$ cat config.mk
export PLATFORM = sky130hd
export DESIGN_NAME = efx_hyper_ram_native_arb_flat
export DESIGN_NICKNAME = d
export VERILOG_FILES = /design/src/rtl/efx_hbram_pkg.sv /design/src/rtl/efx_hyper_ram_native_arb_if.sv /design/src/rtl/efx_rr_arb2.sv /design/src/rtl/efx_hyper_ram_native_arb.sv /design/src/flat_wrapper.sv
export SDC_FILE = /design/constraint.sdc
export NUM_CORES = 1
export LEC_CHECK = 0
export CORE_AREA = 2 2 307 309
export CTS_CLUSTER_DIAMETER = 60
export CTS_CLUSTER_SIZE = 30
export DETAILED_ROUTE_END_ITERATION = 16
export DIE_AREA = 0 0 309 311
export GPL_ROUTABILITY_DRIVEN = 0
export MAX_ROUTING_LAYER = met4
export PLACE_DENSITY_LB_ADDON = 0.12
export SYNTH_ARGS = -nofsm -noshare
export SYNTH_HDL_FRONTEND = slang
export SYNTH_SLANG_ARGS = --single-unit
$ cat constraint.sdc
create_clock -name clk -period 4.1 [get_ports clk]
set_input_delay 0.82 -clock clk [delete_from_list [all_inputs] [get_ports clk]]
set_output_delay 0.82 -clock clk [all_outputs]
set_load 0.01 [all_outputs]
$ cat src/rtl/efx_hbram_pkg.sv
// efx_hbram_pkg: shared state encodings, width ratio helper and watchdog default
package efx_hbram_pkg;
  typedef enum logic [2:0] {
    IDLE  = 3'd0,
    LOAD  = 3'd1,
    TRIG  = 3'd2,
    WBUSY = 3'd3,
    WIDLE = 3'd4,
    DONE  = 3'd5
  } state_t;
  localparam int DEF_TIMEOUT_CYC = 4096;
  function automatic int dratio(input int user_dbw, input int ram_dbw);
    return (user_dbw / (ram_dbw * 2)) < 1 ? 1 : user_dbw / (ram_dbw * 2);
  endfunction
endpackage

$ cat src/rtl/efx_hyper_ram_native_arb_if.sv
// efx_hyper_ram_native_arb_if: HyperRAM native controller port
interface efx_hyper_ram_native_arb_if #(parameter int USER_DBW = 128);
  logic ram_en;
  logic ram_rdwr;
  logic [31:0] ram_address;
  logic [10:0] burst_len;
  logic wr_en;
  logic [USER_DBW-1:0] wr_data;
  logic wr_buf_ready;
  logic [USER_DBW-1:0] rd_data;
  logic rd_valid;
  logic ctrl_idle;
  modport master (
    output ram_en, ram_rdwr, ram_address, burst_len, wr_en, wr_data,
    input  wr_buf_ready, rd_data, rd_valid, ctrl_idle
  );
  modport slave (
    input  ram_en, ram_rdwr, ram_address, burst_len, wr_en, wr_data,
    output wr_buf_ready, rd_data, rd_valid, ctrl_idle
  );
endinterface

$ cat src/rtl/efx_rr_arb2.sv
// efx_rr_arb2: two-way round-robin pick with pointer register
module efx_rr_arb2 (
  input  logic       clk,
  input  logic       rst,
  input  logic       en,
  input  logic [1:0] req,
  output logic       gnt,
  output logic       win
);
  logic ptr;
  assign win = req[ptr] ? ptr : ~ptr;
  assign gnt = en && |req;
  // pointer moves past the winner on every grant
  always_ff @(posedge clk or posedge rst)
    if (rst) ptr <= 1'b0;
    else if (gnt) ptr <= ~win;
endmodule

$ cat src/rtl/efx_hyper_ram_native_arb.sv
// efx_hyper_ram_native_arb: two-master arbiter and transaction sequencer for the HyperRAM native port
module efx_hyper_ram_native_arb
  import efx_hbram_pkg::*;
#(
  parameter int USER_DBW    = 128,
  parameter int RAM_DBW     = 32,
  parameter int TIMEOUT_CYC = DEF_TIMEOUT_CYC
) (
  input  logic                  clk,
  input  logic                  rst,
  input  logic                  cal_done,
  input  logic [1:0]            req_valid,
  input  logic [1:0]            req_rdwr,
  input  logic [63:0]           req_addr,
  input  logic [21:0]           req_len,
  output logic [1:0]            req_ack,
  output logic [1:0]            req_done,
  output logic [1:0]            req_err,
  output logic [1:0]            wr_pull,
  input  logic [2*USER_DBW-1:0] wr_data_in,
  output logic [USER_DBW-1:0]   rd_data_out,
  output logic [1:0]            rd_valid_out,
  output logic                  owner,
  output logic                  busy,
  efx_hyper_ram_native_arb_if.master ram
);
  localparam int SH = $clog2(dratio(USER_DBW, RAM_DBW));
  state_t state, state_n;
  logic rdwr_q, gnt, win, tmo, wait_st;
  logic [10:0] beats, wcnt, rcnt, len_w, beats_w;
  logic [31:0] wdog;
  efx_rr_arb2 u_arb (
    .clk (clk),
    .rst (rst),
    .en  (state == IDLE && cal_done),
    .req (req_valid),
    .gnt (gnt),
    .win (win)
  );
  assign len_w          = win ? req_len[21:11] : req_len[10:0];
  assign beats_w        = (len_w >> SH) == 11'd0 ? 11'd1 : len_w >> SH;
  assign wait_st        = state inside {LOAD, WBUSY, WIDLE};
  assign tmo            = TIMEOUT_CYC != 0 && wait_st && wdog == 32'(TIMEOUT_CYC);
  assign ram.wr_en      = state == LOAD && wcnt != beats && ram.wr_buf_ready;
  assign ram.wr_data    = owner ? wr_data_in[2*USER_DBW-1:USER_DBW] : wr_data_in[USER_DBW-1:0];
  assign ram.ram_en     = state == TRIG;
  assign ram.ram_rdwr   = rdwr_q;
  assign wr_pull        = ram.wr_en ? {owner, ~owner} : 2'b00;
  assign req_done       = state == DONE ? {owner, ~owner} : 2'b00;
  assign req_err        = tmo ? {owner, ~owner} : 2'b00;
  assign rd_data_out    = ram.rd_data;
  assign rd_valid_out   = ram.rd_valid ? {owner, ~owner} : 2'b00;
  assign busy           = state != IDLE;
  // next-state: one transaction at a time, watchdog abort overrides everything
  always_comb begin
    state_n = state;
    case (state)
      IDLE:    if (gnt) state_n = req_rdwr[win] ? TRIG : LOAD;
      LOAD:    if (ram.wr_en && wcnt == beats - 11'd1) state_n = TRIG;
      TRIG:    state_n = WBUSY;
      WBUSY:   if (!ram.ctrl_idle) state_n = WIDLE;
      WIDLE:   if (ram.ctrl_idle && (!rdwr_q || rcnt == beats)) state_n = DONE;
      DONE:    state_n = IDLE;
      default: state_n = IDLE;
    endcase
    if (tmo) state_n = IDLE;
  end
  // state, request latch, beat counters and watchdog
  always_ff @(posedge clk or posedge rst)
    if (rst) begin
      state           <= IDLE;
      owner           <= 1'b0;
      rdwr_q          <= 1'b1;
      ram.ram_address <= '0;
      ram.burst_len   <= '0;
      beats           <= '0;
      wcnt            <= '0;
      rcnt            <= '0;
      wdog            <= '0;
      req_ack         <= 2'b00;
    end else begin
      state   <= state_n;
      wdog    <= state_n != state ? '0 : (wait_st && TIMEOUT_CYC != 0) ? wdog + 32'd1 : wdog;
      req_ack <= gnt ? {win, ~win} : 2'b00;
      if (gnt) begin
        owner           <= win;
        rdwr_q          <= req_rdwr[win];
        ram.ram_address <= win ? req_addr[63:32] : req_addr[31:0];
        ram.burst_len   <= len_w;
        beats           <= beats_w;
        wcnt            <= '0;
        rcnt            <= '0;
      end else begin
        if (ram.wr_en) wcnt <= wcnt + 11'd1;
        if (ram.rd_valid && state != IDLE && rdwr_q && rcnt != beats) rcnt <= rcnt + 11'd1;
      end
    end
endmodule

$ cat src/flat_wrapper.sv
// flat-port wrapper written by rule: the top's interface ports become plain ports
module efx_hyper_ram_native_arb_flat import efx_hbram_pkg::*;
#(
  parameter int USER_DBW    = 128,
  parameter int RAM_DBW     = 32,
  parameter int TIMEOUT_CYC = DEF_TIMEOUT_CYC
)
  (clk, rst, cal_done, req_valid, req_rdwr, req_addr, req_len, req_ack, req_done, req_err, wr_pull, wr_data_in, rd_data_out, rd_valid_out, owner, busy, ram_ram_en, ram_ram_rdwr, ram_ram_address, ram_burst_len, ram_wr_en, ram_wr_data, ram_wr_buf_ready, ram_rd_data, ram_rd_valid, ram_ctrl_idle);
  efx_hyper_ram_native_arb_if #(.USER_DBW(USER_DBW)) ram_i ();
  input  logic clk;
  input  logic rst;
  input  logic cal_done;
  input  logic [1:0] req_valid;
  input  logic [1:0] req_rdwr;
  input  logic [63:0] req_addr;
  input  logic [21:0] req_len;
  output logic [1:0] req_ack;
  output logic [1:0] req_done;
  output logic [1:0] req_err;
  output logic [1:0] wr_pull;
  input  logic [2*USER_DBW-1:0] wr_data_in;
  output logic [USER_DBW-1:0] rd_data_out;
  output logic [1:0] rd_valid_out;
  output logic owner;
  output logic busy;
  output wire logic [$bits(ram_i.ram_en)-1:0] ram_ram_en;
  output wire logic [$bits(ram_i.ram_rdwr)-1:0] ram_ram_rdwr;
  output wire logic [$bits(ram_i.ram_address)-1:0] ram_ram_address;
  output wire logic [$bits(ram_i.burst_len)-1:0] ram_burst_len;
  output wire logic [$bits(ram_i.wr_en)-1:0] ram_wr_en;
  output wire logic [$bits(ram_i.wr_data)-1:0] ram_wr_data;
  input wire logic [$bits(ram_i.wr_buf_ready)-1:0] ram_wr_buf_ready;
  input wire logic [$bits(ram_i.rd_data)-1:0] ram_rd_data;
  input wire logic [$bits(ram_i.rd_valid)-1:0] ram_rd_valid;
  input wire logic [$bits(ram_i.ctrl_idle)-1:0] ram_ctrl_idle;
  assign ram_ram_en = ram_i.ram_en;
  assign ram_ram_rdwr = ram_i.ram_rdwr;
  assign ram_ram_address = ram_i.ram_address;
  assign ram_burst_len = ram_i.burst_len;
  assign ram_wr_en = ram_i.wr_en;
  assign ram_wr_data = ram_i.wr_data;
  assign ram_i.wr_buf_ready = ram_wr_buf_ready;
  assign ram_i.rd_data = ram_rd_data;
  assign ram_i.rd_valid = ram_rd_valid;
  assign ram_i.ctrl_idle = ram_ctrl_idle;
  efx_hyper_ram_native_arb #(.USER_DBW(USER_DBW), .RAM_DBW(RAM_DBW), .TIMEOUT_CYC(TIMEOUT_CYC)) u_core (.clk(clk), .rst(rst), .cal_done(cal_done), .req_valid(req_valid), .req_rdwr(req_rdwr), .req_addr(req_addr), .req_len(req_len), .req_ack(req_ack), .req_done(req_done), .req_err(req_err), .wr_pull(wr_pull), .wr_data_in(wr_data_in), .rd_data_out(rd_data_out), .rd_valid_out(rd_valid_out), .owner(owner), .busy(busy), .ram(ram_i));
endmodule
=== After elaboration in Yosys (flattened, before gate mapping) ===
Index checks and enable logic that the tools add are counted.

* Register bits after elaboration: 116
* Bits of input ports: 480
* Output and inout bits: 314

* Add/sub/neg operators: 4
* Order comparisons: 2
* Equal/unequal tests: 11
* Multiplexer cells: 27
* Bitwise logic cells: 3
* Reduce and logical (&&, ||, !) cells: 20

{| class="wikitable"
|+ Operators by type and width
! kind !! number
|-
| 2-to-1 mux 128 bit || 1
|-
| 2-to-1 mux 32 bit || 3
|-
| 2-to-1 mux 11 bit || 5
|-
| adder 32 x 1 -> 32 bit (second input constant) || 1
|-
| == test 32 x 13 -> 1 bit (second input constant) || 1
|-
| adder 11 x 1 -> 11 bit (second input constant) || 2
|-
| == test 11 bit || 2
|-
| inequality test 11 bit || 2
|-
| 2-to-1 mux 3 bit || 5
|-
| case mux 3 bit (5 select lines) || 1
|-
| 2-to-1 mux 2 bit || 6
|-
| zero test 11 bit || 1
|-
| subtractor 11 x 1 -> 11 bit (second input constant) || 1
|-
| logical AND 1 bit || 10
|-
| 2-to-1 mux 10 bit || 1
|-
| == test 3 x 2 -> 1 bit (second input constant) || 2
|-
| == test 3 bit (second input constant) || 2
|-
| nonzero test 2 bit || 3
|-
| nonzero test 3 bit || 2
|-
| 2-to-1 mux 1 bit || 5
|-
| < comparator 1 x 2 -> 1 bit (second input constant) || 2
|-
| == test 3 x 1 -> 1 bit (second input constant) || 1
|-
| zero test 3 bit || 1
|-
| inequality test 3 bit || 1
|-
| 4 further kinds || 6
|}

=== Logic depth before layout (Yosys ltp) ===
Gate-level depths: netlist of run 1.

* Word-level depth: 11
* Depth in mapped cells: 12
* Mapped depth without buffers: 9

=== Modules after synthesis ===
From an unflattened synthesis of run 1, not the netlist that was laid out.

* Cells, all modules: 926
* Area, all modules: 8713.4 µm²

{| class="wikitable"
|+ Modules (own cells, without submodules)
! module !! instances !! cells each !! area an instance (µm²)
|-
| efx_hyper_ram_native_arb || 1 || 919 || 8657.1
|-
| efx_rr_arb2 || 1 || 7 || 56.3
|}

=== Least setup slack after synthesis of run 1 ===
OpenSTA, ideal clock, no wires.

* Kind: register to output
* Start: reg u_core.wcnt[2]
* End: out wr_pull[1]
* Arrival time: 1.628 ns
* Required time: 3.280 ns
* Slack: 1.652 ns
* Stages on the path, launching flop included: 8
* Path buffers: 2
* Path through: dfrtp_1 clkbuf_1 xor2_1 nor4_1 and4_1 nor2_1 buf_2 and2_1

* Cells in the longest elaborated chain, start to end: 4

{| class="wikitable"
|+ Ends and longest elaborated chain
! item !! RTL line !! source
|-
| start: declaration || efx_hyper_ram_native_arb.sv:30 || <nowiki>logic [10:0] beats, wcnt, rcnt, len_w, beats_w;</nowiki>
|-
| start signal: assignment || efx_hyper_ram_native_arb.sv:94 || <nowiki>if (ram.wr_en) wcnt <= wcnt + 11'd1;</nowiki>
|-
| inequality test 11 bit || efx_hyper_ram_native_arb.sv:44 || <nowiki>assign ram.wr_en = state == LOAD && wcnt != beats && ram.wr_buf_ready;</nowiki>
|-
| logical AND 1 bit (2 in series) || efx_hyper_ram_native_arb.sv:44 ||
|-
| via ram_wr_en || flat_wrapper.sv:30 || <nowiki>output wire logic [$bits(ram_i.wr_en)-1:0] ram_wr_en;</nowiki>
|-
| 2-to-1 mux 2 bit || efx_hyper_ram_native_arb.sv:48 || <nowiki>assign wr_pull = ram.wr_en ? {owner, ~owner} : 2'b00;</nowiki>
|-
| end: declaration || flat_wrapper.sv:20 || <nowiki>output logic [1:0] wr_pull;</nowiki>
|}

The timed path passes the listed nets, and every way through them passes these cells.

=== Worst setup path after layout of run 1 ===
* Start: reg u_core.wdog[0]
* End: out req_err[1]

* Cells in the longest elaborated chain, start to end: 3

{| class="wikitable"
|+ Ends and longest elaborated chain
! item !! RTL line !! source
|-
| start: declaration || efx_hyper_ram_native_arb.sv:31 || <nowiki>logic [31:0] wdog;</nowiki>
|-
| start signal: assignment || efx_hyper_ram_native_arb.sv:83 || <nowiki>wdog <= state_n != state ? '0 : (wait_st && TIMEOUT_CYC != 0) ? wdog + 32'd1 : wdog;</nowiki>
|-
| == test 32 x 13 -> 1 bit || efx_hyper_ram_native_arb.sv:43 || <nowiki>assign tmo = TIMEOUT_CYC != 0 && wait_st && wdog == 32'(TIMEOUT_CYC);</nowiki>
|-
| logical AND 1 bit || efx_hyper_ram_native_arb.sv:43 ||
|-
| 2-to-1 mux 2 bit || efx_hyper_ram_native_arb.sv:50 || <nowiki>assign req_err = tmo ? {owner, ~owner} : 2'b00;</nowiki>
|-
| end: declaration || flat_wrapper.sv:19 || <nowiki>output logic [1:0] req_err;</nowiki>
|}

Every way passes these cells.

==> flow_metrics.tcl, run 1 <==
set metrics [dict create \
    run_status "complete, no violations" \
    required_ns 3.28 \
    placementRows 112 \
    report.final.slew_viol_count 0 \
    io_pins 794 \
    clk_pin_slew_ns 0.06 \
    yosys_warnings 0 \
    arrival_ns 2.67 \
    mostFrequentLayoutCells "clkdlybuf4s50_1, mux2_2, dfrtp_1" \
    rsz0062_at_grt "false" \
    combPwrFrac 0.566 \
    syn_avg_cell_area_sq_um 9.395 \
    hpwlAfterDp_um 61860 \
    drv_cap 0 \
    powerDensity_mw_per_mm2 508.5 \
    critPathLaunch "u_core.wdog[0]" \
    start_kind "flip-flop" \
    die_area_sq_mm 0.09610 \
    cp-end-kind "primary output" \
    overflow 0 \
    synth_fp_nets 1409 \
    p_clk_frac 0.192 \
    drive_gt1_frac 0.1418 \
    core_sq_mm 0.09277 \
    setup_violations 0 \
    totalWireLength_um 69190 \
    synth_area_sq_mm 0.008681 \
    nets 1805 \
    cts_made_buffers 17 \
    dp_cells 2555 \
    drtAntennaViolNets 0 \
    period_needed_ns 3.490 \
    hp-start "u_core.ram.ram_address[20]" \
    clock-skew-final_ns 0.009506 \
    crit_fanout 8 \
    wire_per_inst_um 26.36 \
    io_buffers 537 \
    cts_tree "yes" \
    yosysUniqueCellTypes 57 \
    slowest_stage "clkdlybuf4s50_1" \
    track_usage 0.1449 \
    instances_no_fill 2625 \
    antenna_found_initial 102 \
    tns_ns 0 \
    via_per_inst 3.284 \
    max_freq_mhz 286.5 \
    stdcell_area_sq_mm 0.01532 \
    worstMarginPinSlew_ns 0.7862 \
    clk_latency_ns 0.44 \
    drc 0 \
    ys_seq_area_frac 0.3317 \
    fp.dieW_um 309 \
    critPathKind "flip-flop to primary output" \
    max_stage_delay_ns 0.59 \
    layout-area-overhead-vs-synth_pct 76.51 \
    cts.path.max_buffers 2 \
    synthCells 924 \
    final_common_cell "clkdlybuf4s50_1" \
    cts_resized 0 \
    first_iter_violations 340 \
    cts_hold_buffers 0 \
    slew_headroom 0.4758 \
    vias 8620 \
    r2r-start "u_core.beats[0]" \
    clock_sinks 115 \
    drtPass1Iterations 4 \
    grt_start_max_net_pins 72 \
    finalCritPeriodShare 0.8512 \
    ys_ff_latch 115 \
    initial_core_util 0.09357 \
    die_h_um 311 \
    ir_drop_mv 0.3035 \
    synthFlopType "dfrtp_1" \
    power_switching_mw 3.118 \
    crit_chain "inv_1 -> ha_1 -> nor4b_1 -> nand4_1 -> nor3_4 -> buf_4 -> and2_1 -> clkdlybuf4s50_1" \
    postCtsSetupBuffers 0 \
    async_reset_ff_frac 1.000 \
    grt_pass1_vias 8889 \
    htreeDepth 4 \
    grt_pass1_wl_um 87690 \
    share_seq_of_total_power 0.242 \
    leakage_nw 5.733 \
    hold_viol_final 0 \
    min_path_type "flip-flop to flip-flop" \
    synth_edf_count 0 \
    cts-root-buf "clkbuf_16" \
    placed_area_sq_mm 0.01466 \
    sw_frac_of_total 0.4002 \
    p_int_mw 4.673 \
]
## metal layers
layer,share of wire,vias up,global-route usage,wire (um)
met5,0,-,-,0
met3,0.15,177,0.07955,10040
met1,0.35,3942,0.1501,24540
met4,0.041,0,0.05064,2862
met2,0.46,576,0.2309,31740
li1,-,3925,-,-
## cell type report
class                      instances  area, sq um
fill                           10450        77450
timing repair buffer             553         5558
multi-input combinational        623         4609
sequential                       115         2883
tap                             1254         1569
clock buffer                      19        432.9
clock inverter                    13        135.1
antenna                           38        95.09
inverter                          10        40.04
## synthesized netlist by cell type (3+ instances only)
cell	count	area (sq um)
nor4_1	13	81.33
nor2_1	82	307.8
dfrtp_1	114	2853
buf_4	130	975.9
nor4b_1	3	26.28
xor2_1	52	455.4
and4_1	4	35.03
clkbuf_1	35	131.4
o2111ai_1	3	26.28
o21a_1	17	127.6
ha_1	5	62.56
nand3_1	16	80.08
xnor2_1	21	183.9
nand2_1	73	274.0
mux2i_1	44	440.4
nor3_1	15	75.07
nor2b_1	4	25.02
o21ai_0	42	210.2
inv_1	10	37.54
buf_2	8	40.04
a21oi_1	13	65.06
mux2_2	129	1453
nand4_1	20	125.1
nand2b_1	4	25.02
and2_1	10	62.56
and3_1	18	112.6
or3_1	3	18.77
## sequential cells by signal (all words and copies together) (netlist names)
register and count:
u_core.ram.ram_rdwr 1, u_core.ram.ram_address 32, u_core.rcnt 11, u_core.wcnt 11
u_core.state 3, u_core.wdog 32, u_core.owner 1, u_core.req_ack 2
u_core.u_arb.ptr 1, u_core.beats 10, u_core.ram.burst_len 11
## final timing paths
kind	to	slack, ns	cells after the start
min in group asynchronous	u_core.ram.ram_address[11]	0.84	2
hold / removal	u_core.ram.ram_address[20]	0.48	2
setup reg to reg	u_core.wdog[0]	1.24	9
setup / recovery	req_err[1]	0.61	8
hold reg to reg	u_core.ram.ram_address[20]	0.48	2
max in group asynchronous	u_core.ram.burst_len[5]	2.50	3
## critical path: cells and delay by family, from the launching register on
family	cells	cell delay, ns
flops	1	0.40
buf+inv	3	0.89
simple gates	4	0.79
fa+ha+maj	1	0.15
## cells by family after synthesis
kind of cell             after synthesis  share of synthesized area
buffers and inverters                186                     0.1397
flip-flops                           115                     0.3317
adder cells (fa/ha/maj)                5                   0.007207
XOR/XNOR                              73                    0.07365
multiplexers                         173                     0.2181
AND/OR/NAND/NOR                      276                     0.1585
AO/OA/AOI/OAI                         96                    0.07120
## power by group through the flow
| stage | sequential [mW] | clock (mW) | combinational, mW |
|---|---|---|---|
| 6_report | 1.89 | 1.50 | 4.41 |
| 5_1_grt | 1.96 | 1.63 | 4.78 |
| 4_1_cts | 1.90 | 1.57 | 4.53 |
| 3_5_place_dp | 1.92 | 0 | 4.52 |
| 3_3_place_gp | 1.92 | 0 | 4.53 |
| 2_1_floorplan | 1.77 | 0 | 2.29 |
## metrics by stage
| stage | setup WS [ns] | power [mW] | utilization | hold slack (ns) |
|---|---|---|---|---|
| global route | 0.3349 | 8.365 | 0.1649 | 0.5006 |
| CTS | 0.5174 | 8.014 | 0.1641 | 0.4830 |
| floorplan | 0.2376 | 4.063 | - | 0.4808 |
| global placement | 0.9324 | 6.449 | 0.1580 | 0.4621 |
| finish | 0.6099 | 7.791 | 0.1652 | 0.4760 |
| detailed placement | 0.8958 | 6.435 | 0.1580 | 0.4698 |
Note: power is estimated with default switching activity, not from simulation.
==> run 2, diff against run 1 <==
--- a/config.mk
+++ b/config.mk
@@ -7,7 +7,7 @@
 export LEC_CHECK = 0
 export CORE_AREA = 2 2 307 309
 export CTS_CLUSTER_DIAMETER = 60
-export CTS_CLUSTER_SIZE = 30
+export CTS_CLUSTER_SIZE = 40
 export DETAILED_ROUTE_END_ITERATION = 16
 export DIE_AREA = 0 0 309 311
 export GPL_ROUTABILITY_DRIVEN = 0
==> results of run 2 <==
Final layout, timing and power as in run 1 (identical DEF).
